`config.mk`:
```
export PLATFORM = sky130hd
export DESIGN_NAME = stop_watch_ctrl
export DESIGN_NICKNAME = d
export VERILOG_FILES = /design/src/rtl/stop_watch_ctrl_pkg.sv /design/src/rtl/stop_watch_ctrl_debounce.sv /design/src/rtl/stop_watch_ctrl.sv
export SDC_FILE = /design/constraint.sdc
export NUM_CORES = 1
export LEC_CHECK = 0
export BUFFER_PORTS_ARGS = -buffer_cell sky130_fd_sc_hd__buf_2
export CAP_MARGIN = 20
export CORE_MARGIN = 4
export CORE_UTILIZATION = 25
export CTS_CLUSTER_DIAMETER = 60
export DETAILED_ROUTE_END_ITERATION = 7
export PLACE_DENSITY = 0.51
export SLEW_MARGIN = 5
export SYNTH_ARGS = -nofsm -noshare
export SYNTH_HDL_FRONTEND = slang
export SYNTH_SLANG_ARGS = --single-unit
```
`constraint.sdc`:
```
create_clock -name clk -period 2.7 [get_ports clk]
set_clock_uncertainty 0.15 [all_clocks]
set_input_delay 0.27 -clock clk [delete_from_list [all_inputs] [get_ports clk]]
set_output_delay 0.27 -clock clk [all_outputs]
set_load 0.02 [all_outputs]
```
`src/rtl/stop_watch_ctrl_pkg.sv`:
```
// Shared definitions for the stopwatch control sequencer: state encoding,
// debounce default and the counter timebase, so all blocks agree on one set.
package stop_watch_ctrl_pkg;

    typedef enum logic [1:0] {
        ST_IDLE  = 2'd0,
        ST_RUN   = 2'd1,
        ST_PAUSE = 2'd2,
        ST_LAP   = 2'd3
    } sw_state_e;

    // 40 ms of stable level at 50 MHz before a button change is believed.
    localparam int DB_TICKS_DEFAULT = 2_000_000;

    // Counter timebase: one 0.1 s count every DVSR cycles of the 50 MHz clock.
    localparam int CLK_HZ = 50_000_000;
    localparam int DVSR   = CLK_HZ / 10;

    typedef struct packed {
        logic [3:0] d2;
        logic [3:0] d1;
        logic [3:0] d0;
    } bcd3_t;

    function automatic logic state_counts(input sw_state_e s);
        return (s == ST_RUN) || (s == ST_LAP);
    endfunction

endpackage

```
`src/rtl/stop_watch_ctrl_debounce.sv`:
```
// Per-button debouncer: two-FF synchronizer plus a stability counter; emits a
// one-cycle tick on every accepted press (0->1) and nothing on release.
module btn_debounce
    import stop_watch_ctrl_pkg::*;
#(
    parameter int DB_TICKS = DB_TICKS_DEFAULT
) (
    input  logic clk,
    input  logic reset,
    input  logic btn_raw,
    output logic level,
    output logic tick
);

    localparam int CW = $clog2(DB_TICKS);
    localparam logic [CW-1:0] CNT_LAST = CW'(DB_TICKS - 1);

    logic          sync1_q;
    logic          sync2_q;
    logic          level_q;
    logic          level_d;
    logic          tick_q;
    logic          tick_d;
    logic [CW-1:0] cnt_q;
    logic [CW-1:0] cnt_d;

    // The counter measures how long the synchronized input has disagreed
    // with the accepted level; any agreement restarts the measurement.
    always_comb begin
        level_d = level_q;
        cnt_d   = cnt_q;
        tick_d  = 1'b0;
        if (sync2_q == level_q) begin
            cnt_d = '0;
        end else if (cnt_q == CNT_LAST) begin
            level_d = sync2_q;
            cnt_d   = '0;
            tick_d  = sync2_q;
        end else begin
            cnt_d = cnt_q + 1'b1;
        end
    end

    always_ff @(posedge clk) begin
        if (reset) begin
            sync1_q <= 1'b0;
            sync2_q <= 1'b0;
            level_q <= 1'b0;
            cnt_q   <= '0;
            tick_q  <= 1'b0;
        end else begin
            sync1_q <= btn_raw;
            sync2_q <= sync1_q;
            level_q <= level_d;
            cnt_q   <= cnt_d;
            tick_q  <= tick_d;
        end
    end

    assign level = level_q;
    assign tick  = tick_q;

endmodule

```
`src/rtl/stop_watch_ctrl.sv`:
```
// Stopwatch control sequencer: debounced buttons drive the IDLE/RUN/PAUSE/LAP
// FSM, which enables/clears the counter and freezes split digits for display.
module stop_watch_ctrl
    import stop_watch_ctrl_pkg::*;
#(
    parameter int DB_TICKS = DB_TICKS_DEFAULT
) (
    input  logic       clk,
    input  logic       reset,
    input  logic       btn_ss,
    input  logic       btn_clr,
    input  logic       btn_lap,
    input  logic [3:0] d2_in,
    input  logic [3:0] d1_in,
    input  logic [3:0] d0_in,
    output logic       go,
    output logic       clr,
    output logic [3:0] disp_d2,
    output logic [3:0] disp_d1,
    output logic [3:0] disp_d0,
    output logic       lap_active,
    output logic [1:0] state
);

    logic       ss_tick;
    logic       clr_tick;
    logic       lap_tick;
    logic [2:0] unused_levels;

    btn_debounce #(.DB_TICKS(DB_TICKS)) u_db_ss (
        .clk    (clk),
        .reset  (reset),
        .btn_raw(btn_ss),
        .level  (unused_levels[0]),
        .tick   (ss_tick)
    );

    btn_debounce #(.DB_TICKS(DB_TICKS)) u_db_clr (
        .clk    (clk),
        .reset  (reset),
        .btn_raw(btn_clr),
        .level  (unused_levels[1]),
        .tick   (clr_tick)
    );

    btn_debounce #(.DB_TICKS(DB_TICKS)) u_db_lap (
        .clk    (clk),
        .reset  (reset),
        .btn_raw(btn_lap),
        .level  (unused_levels[2]),
        .tick   (lap_tick)
    );

    sw_state_e state_q;
    logic      go_q;
    logic      clr_q;
    logic      lap_active_q;
    bcd3_t     lap_q;
    bcd3_t     live;

    assign live = '{d2: d2_in, d1: d1_in, d0: d0_in};

    // Each branch tests ticks in clr > ss > lap order, considering only the
    // ticks that mean something in that state; the rest are dropped.
    // clr stays high through reset so the reset-less counter is zeroed.
    always_ff @(posedge clk) begin
        if (reset) begin
            state_q      <= ST_IDLE;
            go_q         <= 1'b0;
            clr_q        <= 1'b1;
            lap_active_q <= 1'b0;
            lap_q        <= '0;
        end else begin
            clr_q <= 1'b0;
            case (state_q)
                ST_IDLE: begin
                    if (clr_tick) begin
                        clr_q <= 1'b1;
                    end else if (ss_tick) begin
                        state_q <= ST_RUN;
                        go_q    <= 1'b1;
                    end
                end
                ST_RUN: begin
                    if (ss_tick) begin
                        state_q <= ST_PAUSE;
                        go_q    <= 1'b0;
                    end else if (lap_tick) begin
                        state_q      <= ST_LAP;
                        lap_active_q <= 1'b1;
                        lap_q        <= live;
                    end
                end
                ST_LAP: begin
                    if (ss_tick) begin
                        state_q      <= ST_PAUSE;
                        go_q         <= 1'b0;
                        lap_active_q <= 1'b0;
                    end else if (lap_tick) begin
                        state_q      <= ST_RUN;
                        lap_active_q <= 1'b0;
                    end
                end
                ST_PAUSE: begin
                    if (clr_tick) begin
                        state_q <= ST_IDLE;
                        clr_q   <= 1'b1;
                    end else if (ss_tick) begin
                        state_q <= ST_RUN;
                        go_q    <= 1'b1;
                    end
                end
                default: begin
                    state_q      <= ST_IDLE;
                    go_q         <= 1'b0;
                    lap_active_q <= 1'b0;
                end
            endcase
        end
    end

    // Live digits bypass any register so the display tracks the counter.
    assign {disp_d2, disp_d1, disp_d0} = lap_active_q ? lap_q : live;

    assign go         = go_q;
    assign clr        = clr_q;
    assign lap_active = lap_active_q;
    assign state      = state_q;

endmodule

```
Yosys cells after proc, flatten, opt, wreduce, memory -nomap -nowiden
Cells that the tools add are included.
{ "classes": {"n_eq_ne": 17, "muxes": 20, "add_sub_neg": 3, "reduce_logical": 17, "bitwise_logic": 7} }
{ "ops": {"columns": ["op", "count"], "rows": [
  ["adder 21 x 1 -> 21 bit (second input constant)", 3],
  ["== test 21 bit (second input constant)", 3],
  ["OR reduction 3 bit", 6],
  ["two-way mux 2 bit", 7],
  ["two-way mux 12 bit", 1],
  ["two-way mux 1 bit", 9],
  ["AND reduction 3 bit", 3],
  ["case mux 2 bit (4 select lines)", 1],
  ["NOT 1 bit", 7],
  ["inequality test 2 x 1 -> 1 bit (second input constant)", 3],
  ["inequality test 2 bit (second input constant)", 3],
  ["inequality test 3 x 1 -> 1 bit (second input constant)", 2],
  ["AND reduction 2 bit", 3],
  ["== test 2 bit (second input constant)", 2],
  ["case mux 1 bit (2 select lines)", 2],
  ["AND reduction 4 bit", 1],
  ["OR reduction 2 bit", 2],
  ["== test 1 bit", 3],
  ["== test 2 x 1 -> 1 bit (second input constant)", 1],
  ["logical NOT 2 bit", 1],
  ["nonzero test 2 bit", 1]
]} }
{ "totals": {"wordCells": 86, "out_inout_bits": 17, "input_bits": 17, "regBits": 92} }

Logic depth before layout (Yosys ltp)
{ "logic_depth": {"depth_word": 4, "depth_mapped": 7, "depth_no_buf": 5} }

Modules after synthesis
Synthesis repeated with hierarchy kept, for this count alone.
{ "unflattened": {"cells_unflattened": 464, "area_unflattened_um2": 4135.2} }
{ "modules_own_cells": {"columns": ["module", "n_inst", "cells_each", "area_each_um2", "seq_area_each_um2"], "rows": [
  ["btn_debounce", 3, 125, 1106.1, 500.5],
  ["stop_watch_ctrl", 1, 89, 817.0, 340.3]
]} }

Worst setup path before layout
Ideal clock, no wire load.
{ "synth_path": {"path_type": "flip-flop to flip-flop", "startpoint": "reg u_db_ss.cnt_q[7]", "endpoint": "reg u_db_ss.cnt_q[18]", "period_less_slack_ns": 2.044, "setup_ns": 0.125, "arrival_time_ns": 1.769, "path_stages_with_launch": 6, "t_required_ns": 2.425, "setup_slack_ns": 0.656, "path_buffers": 1, "path_cell_list": "dfxtp_1 or4_1 or4_1 o21ai_1 buf_4 a21oi_1"} }
{ "synth_via": {"elab_chain_len": 2, "word_cells_on_any_way": 3, "cone_classes": "1 x add/sub; 1 x eq/ne; 1 x reduce/logical"} }
{ "synth_lines": {"columns": ["element", "line", "rtl"], "rows": [
  ["start, declared", "stop_watch_ctrl_debounce.sv:24", "logic [CW-1:0] cnt_q;"],
  ["start signal, assigned", "stop_watch_ctrl_debounce.sv:55", "cnt_q <= cnt_d;"],
  ["branches (longest 2 deep; another with adder 21 x 1 -> 21 bit)", null, null]
]} }
Several ways; the timed one is not identified.
A chain may end at the register's enable or synchronous reset.

Final worst setup path
{ "layout_path": {"startpoint": "reg u_db_ss.cnt_q[7]", "endpoint": "reg u_db_ss.cnt_q[5]"} }
{ "layout_via": {"elab_chain_len": 2} }
{ "layout_lines": {"columns": ["element", "line", "rtl"], "rows": [
  ["== test 21 bit", "stop_watch_ctrl_debounce.sv:35", "end else if (cnt_q == CNT_LAST) begin"],
  ["OR reduction 3 bit (no line)", null, null]
]} }
No other way between the ends.

==> metrics.yaml <==
cts_resized: 0
switchingPower_uw: 566
wl_um: 8000
worst-setup-path-type: "flop to flop"
postCtsSetupRepairBufs: 0
final_max_slew_viol_count: 0
die_w_um: 135
ys_types: 43
grt_pass1_wl_um: 13700
via_per_inst: 4.55
start_util: 0.255
drt_iter0_drc: 240
num-nets-final: 507
dieArea_um2: 18300
p_sw_frac: 0.216
synth_xor_area_frac: 0.0822
cts.sinks: 92
root_buffer: "clkbuf_16"
synth_top_family_by_area: "simple AND/OR/NAND/NOR gates"
syn_area_um2: 4050
synth_nets: 481
htree_levels: 3
ys_ff_latch: 92
rsz0062_at_grt: "no"
power_density_nw_per_um2: 562
clk_pin_slew_ns: 0.06
setup_tns_ns: 0
timing.fmax_ghz: 0.450
grt_max_degree: 33
cp_num_buf_inv: 1
drc: 0
drv_cap: 0
synth_compound_area_frac: 0.105
final_util: 0.294
cp_cell_sequence: "or4_1 -> or4_1 -> o21ai_1 -> buf_4 -> nor2_1"
yosys.area_share.adder: 0.00927
cts_tree: "done"
gp_congestion: 0.770
io_buffers: 33
cts_hold_buf: 0
clkPwrFrac: 0.436
ys_warn_count: 0
comb_power_share: 0.040
clk_latency_ns: 0.33
dpl.hpwl_um: 5630
synth_ff_type: "dfxtp_1"
cp_top_family: "simple AND/OR/NAND/NOR gates"
final_antenna_net_count: 0
max_stage_delay_ns: 0.60
end_kind: "flop"
cts_buffers: 9
synth-simple-area-share: 0.277
irDropWorstVdd_mv: 0.238
status: "finished, final reports clean"
p_int_mw: 2.06
finalCritPeriodShare: 0.823
wl_per_cell_um: 11.3
drive_gt1_frac: 0.142
r2r_cells: 5
whs_path_depth: 2
io_pins: 34
antenna_found_initial: 0
post-route-min-period_ns: 2.22
syn_avg_cell_area_um2: 8.78
synth-edff-count: 0
grt_overflow: 0
required_ns: 2.77
critPathSlowestCell: "or4_1"
synthCells: 461
hold_viol: 0
cp_num_cells: 5
hold-worst-slack_ns: 0.0242
antenna_cells: 0
start_kind: "flop"
hold_class: "primary input to flop"
cp_max_fo: 20
syn_to_final_growth_pct: 15.3
fp-row-count: 46
die_h_um: 135
coreArea_um2: 15900
ys_seq_area_frac: 0.455
vias: 3223
arrival_ns: 2.29
setup_viol: 0
slew_headroom: 0.444
worst_pin_slew_ns: 0.831
grt.total_usage: 0.0889
clockBufferDepth: 2
power_leakage_nw: 1.47
drtPass1Iterations: 4
synthMuxAreaShare: 0.0334
synthArstFlopShare: 0
seqPwrFrac: 0.524
critPathMostFrequentCell: "or4_1"
grt_pass1_vias: 2961
## cell usage after synthesis (2+ instances only)
| library cell | n | share of area |
|---|---|---|
| dfxtp_1 | 92 | 0.45 |
| nor2_1 | 44 | 0.041 |
| a21oi_1 | 41 | 0.051 |
| nand2_1 | 41 | 0.038 |
| nand3_1 | 23 | 0.028 |
| xor2_1 | 22 | 0.048 |
| nand4_1 | 18 | 0.028 |
| o21ai_0 | 16 | 0.020 |
| or3_1 | 16 | 0.025 |
| xnor2_1 | 16 | 0.035 |
| inv_1 | 13 | 0.012 |
| mux2_2 | 12 | 0.033 |
| or4_1 | 12 | 0.022 |
| clkbuf_1 | 10 | 0.0093 |
| o31ai_1 | 10 | 0.019 |
| nor2b_1 | 9 | 0.014 |
| and3_1 | 8 | 0.012 |
| nor3_1 | 8 | 0.0099 |
| buf_2 | 6 | 0.0074 |
| and2_1 | 5 | 0.0077 |
| and4_1 | 5 | 0.011 |
| or4b_1 | 4 | 0.0099 |
| buf_4 | 3 | 0.0056 |
| ha_1 | 3 | 0.0093 |
| nand3b_1 | 2 | 0.0037 |
| nor4_1 | 2 | 0.0031 |
| o21ai_2 | 2 | 0.0043 |
| or4_4 | 2 | 0.0056 |
| or4bb_1 | 2 | 0.0056 |
## area by class of cell
cell class                      count  area [um2]
Clock buffer                       12         246
Multi-Input combinational cell    335        2050
Tap cell                          216         270
Fill cell                        1681       11200
Clock inverter                      4        25.0
Inverter                           13        48.8
Timing Repair Buffer               36         188
Sequential cell                    92        1840
## per-layer routing
metal  vias up  track usage  wire [um]
met5         -            0          0
met1      1495        0.121       4100
li1       1682            -          -
met4         0       0.0336        113
met3         7       0.0189        223
met2        39        0.138       3570
## final timing paths
kind,from,slack [ns],to
hold / removal,btn_ss,0.02,u_db_ss.sync1_q$_SDFF_PP0_
setup / recovery,u_db_ss.cnt_q[7]$_SDFF_PP0_,0.48,u_db_ss.cnt_q[5]$_SDFF_PP0_
setup reg to reg,u_db_ss.cnt_q[7]$_SDFF_PP0_,0.48,u_db_ss.cnt_q[5]$_SDFF_PP0_
hold reg to reg,u_db_lap.sync1_q$_SDFF_PP0_,0.29,u_db_lap.sync2_q$_SDFF_PP0_
## power by group through the flow
stage	Sequential, mW	Clock [mW]	Combinational [mW]
after floorplan	1.40	0	0.0733
after global placement	1.41	0	0.105
after detailed placement	1.41	0	0.106
after CTS	1.37	1.19	0.107
after global routing	1.38	1.24	0.114
final	1.38	1.14	0.105
## state kept, by name, summed over array words and instances, names as in the netlist, 2 cells and up
register,cells
lap_q,12
state,2
u_db_clr.cnt_q,21
u_db_lap.cnt_q,21
u_db_ss.cnt_q,21
## stage by stage
step	total power [mW]	setup slack, ns	instance area [um2]	std cells
after floorplan	1.48	0.656	4050	461
after global placement	1.51	0.504	4400	692
after detailed placement	1.51	0.490	4400	692
after CTS	2.67	0.479	4670	708
after global routing	2.73	0.364	4670	708
final	2.62	0.478	4670	708
## cell families (layout without fill, tap and decap cells)
family                     count (synthesis)  count (layout)
AOI/OAI and AO/OA                         75              75
xor gates and xnor gates                  38              38
adders and majority gates                  3               3
buffers and inverters                     34              65
DFF                                       92              92
muxes                                     12              12
and+or+nand+nor                          207             207
## worst reg2reg max path, delay by kind of cell, from the launching register on
family	cells	cell delay [ns]
flip-flops	1	0.34
AO/OA/AOI/OAI	1	0.15
buffers and inverters	1	0.26
AND/OR/NAND/NOR	3	1.21
## cells in the final DEF, fill, tap and decap left out, types with 2 or more instances in the layout
| master | n |
|---|---|
| and2_1 | 5 |
| buf_2 | 33 |
| nor4_1 | 2 |
| nand3_1 | 23 |
| ha_1 | 3 |
| nor3_1 | 8 |
| or4b_1 | 4 |
| dfxtp_1 | 92 |
| mux2_2 | 12 |
| clkinvlp_4 | 2 |
| or4_1 | 12 |
| inv_1 | 13 |
| nand2_1 | 41 |
| and4_1 | 5 |
| o21ai_2 | 2 |
| xnor2_1 | 16 |
| clkinv_2 | 2 |
| buf_4 | 3 |
| o31ai_1 | 10 |
| clkbuf_1 | 2 |
| nor2_1 | 44 |
| nand3b_1 | 2 |
| nor2b_1 | 9 |
| or4bb_1 | 2 |
| or3_1 | 16 |
| and3_1 | 8 |
| nand4_1 | 18 |
| a21oi_1 | 41 |
| or4_4 | 2 |
| clkbuf_16 | 9 |
| o21ai_0 | 16 |
| xor2_1 | 22 |
(Power assumes the default switching activity.)
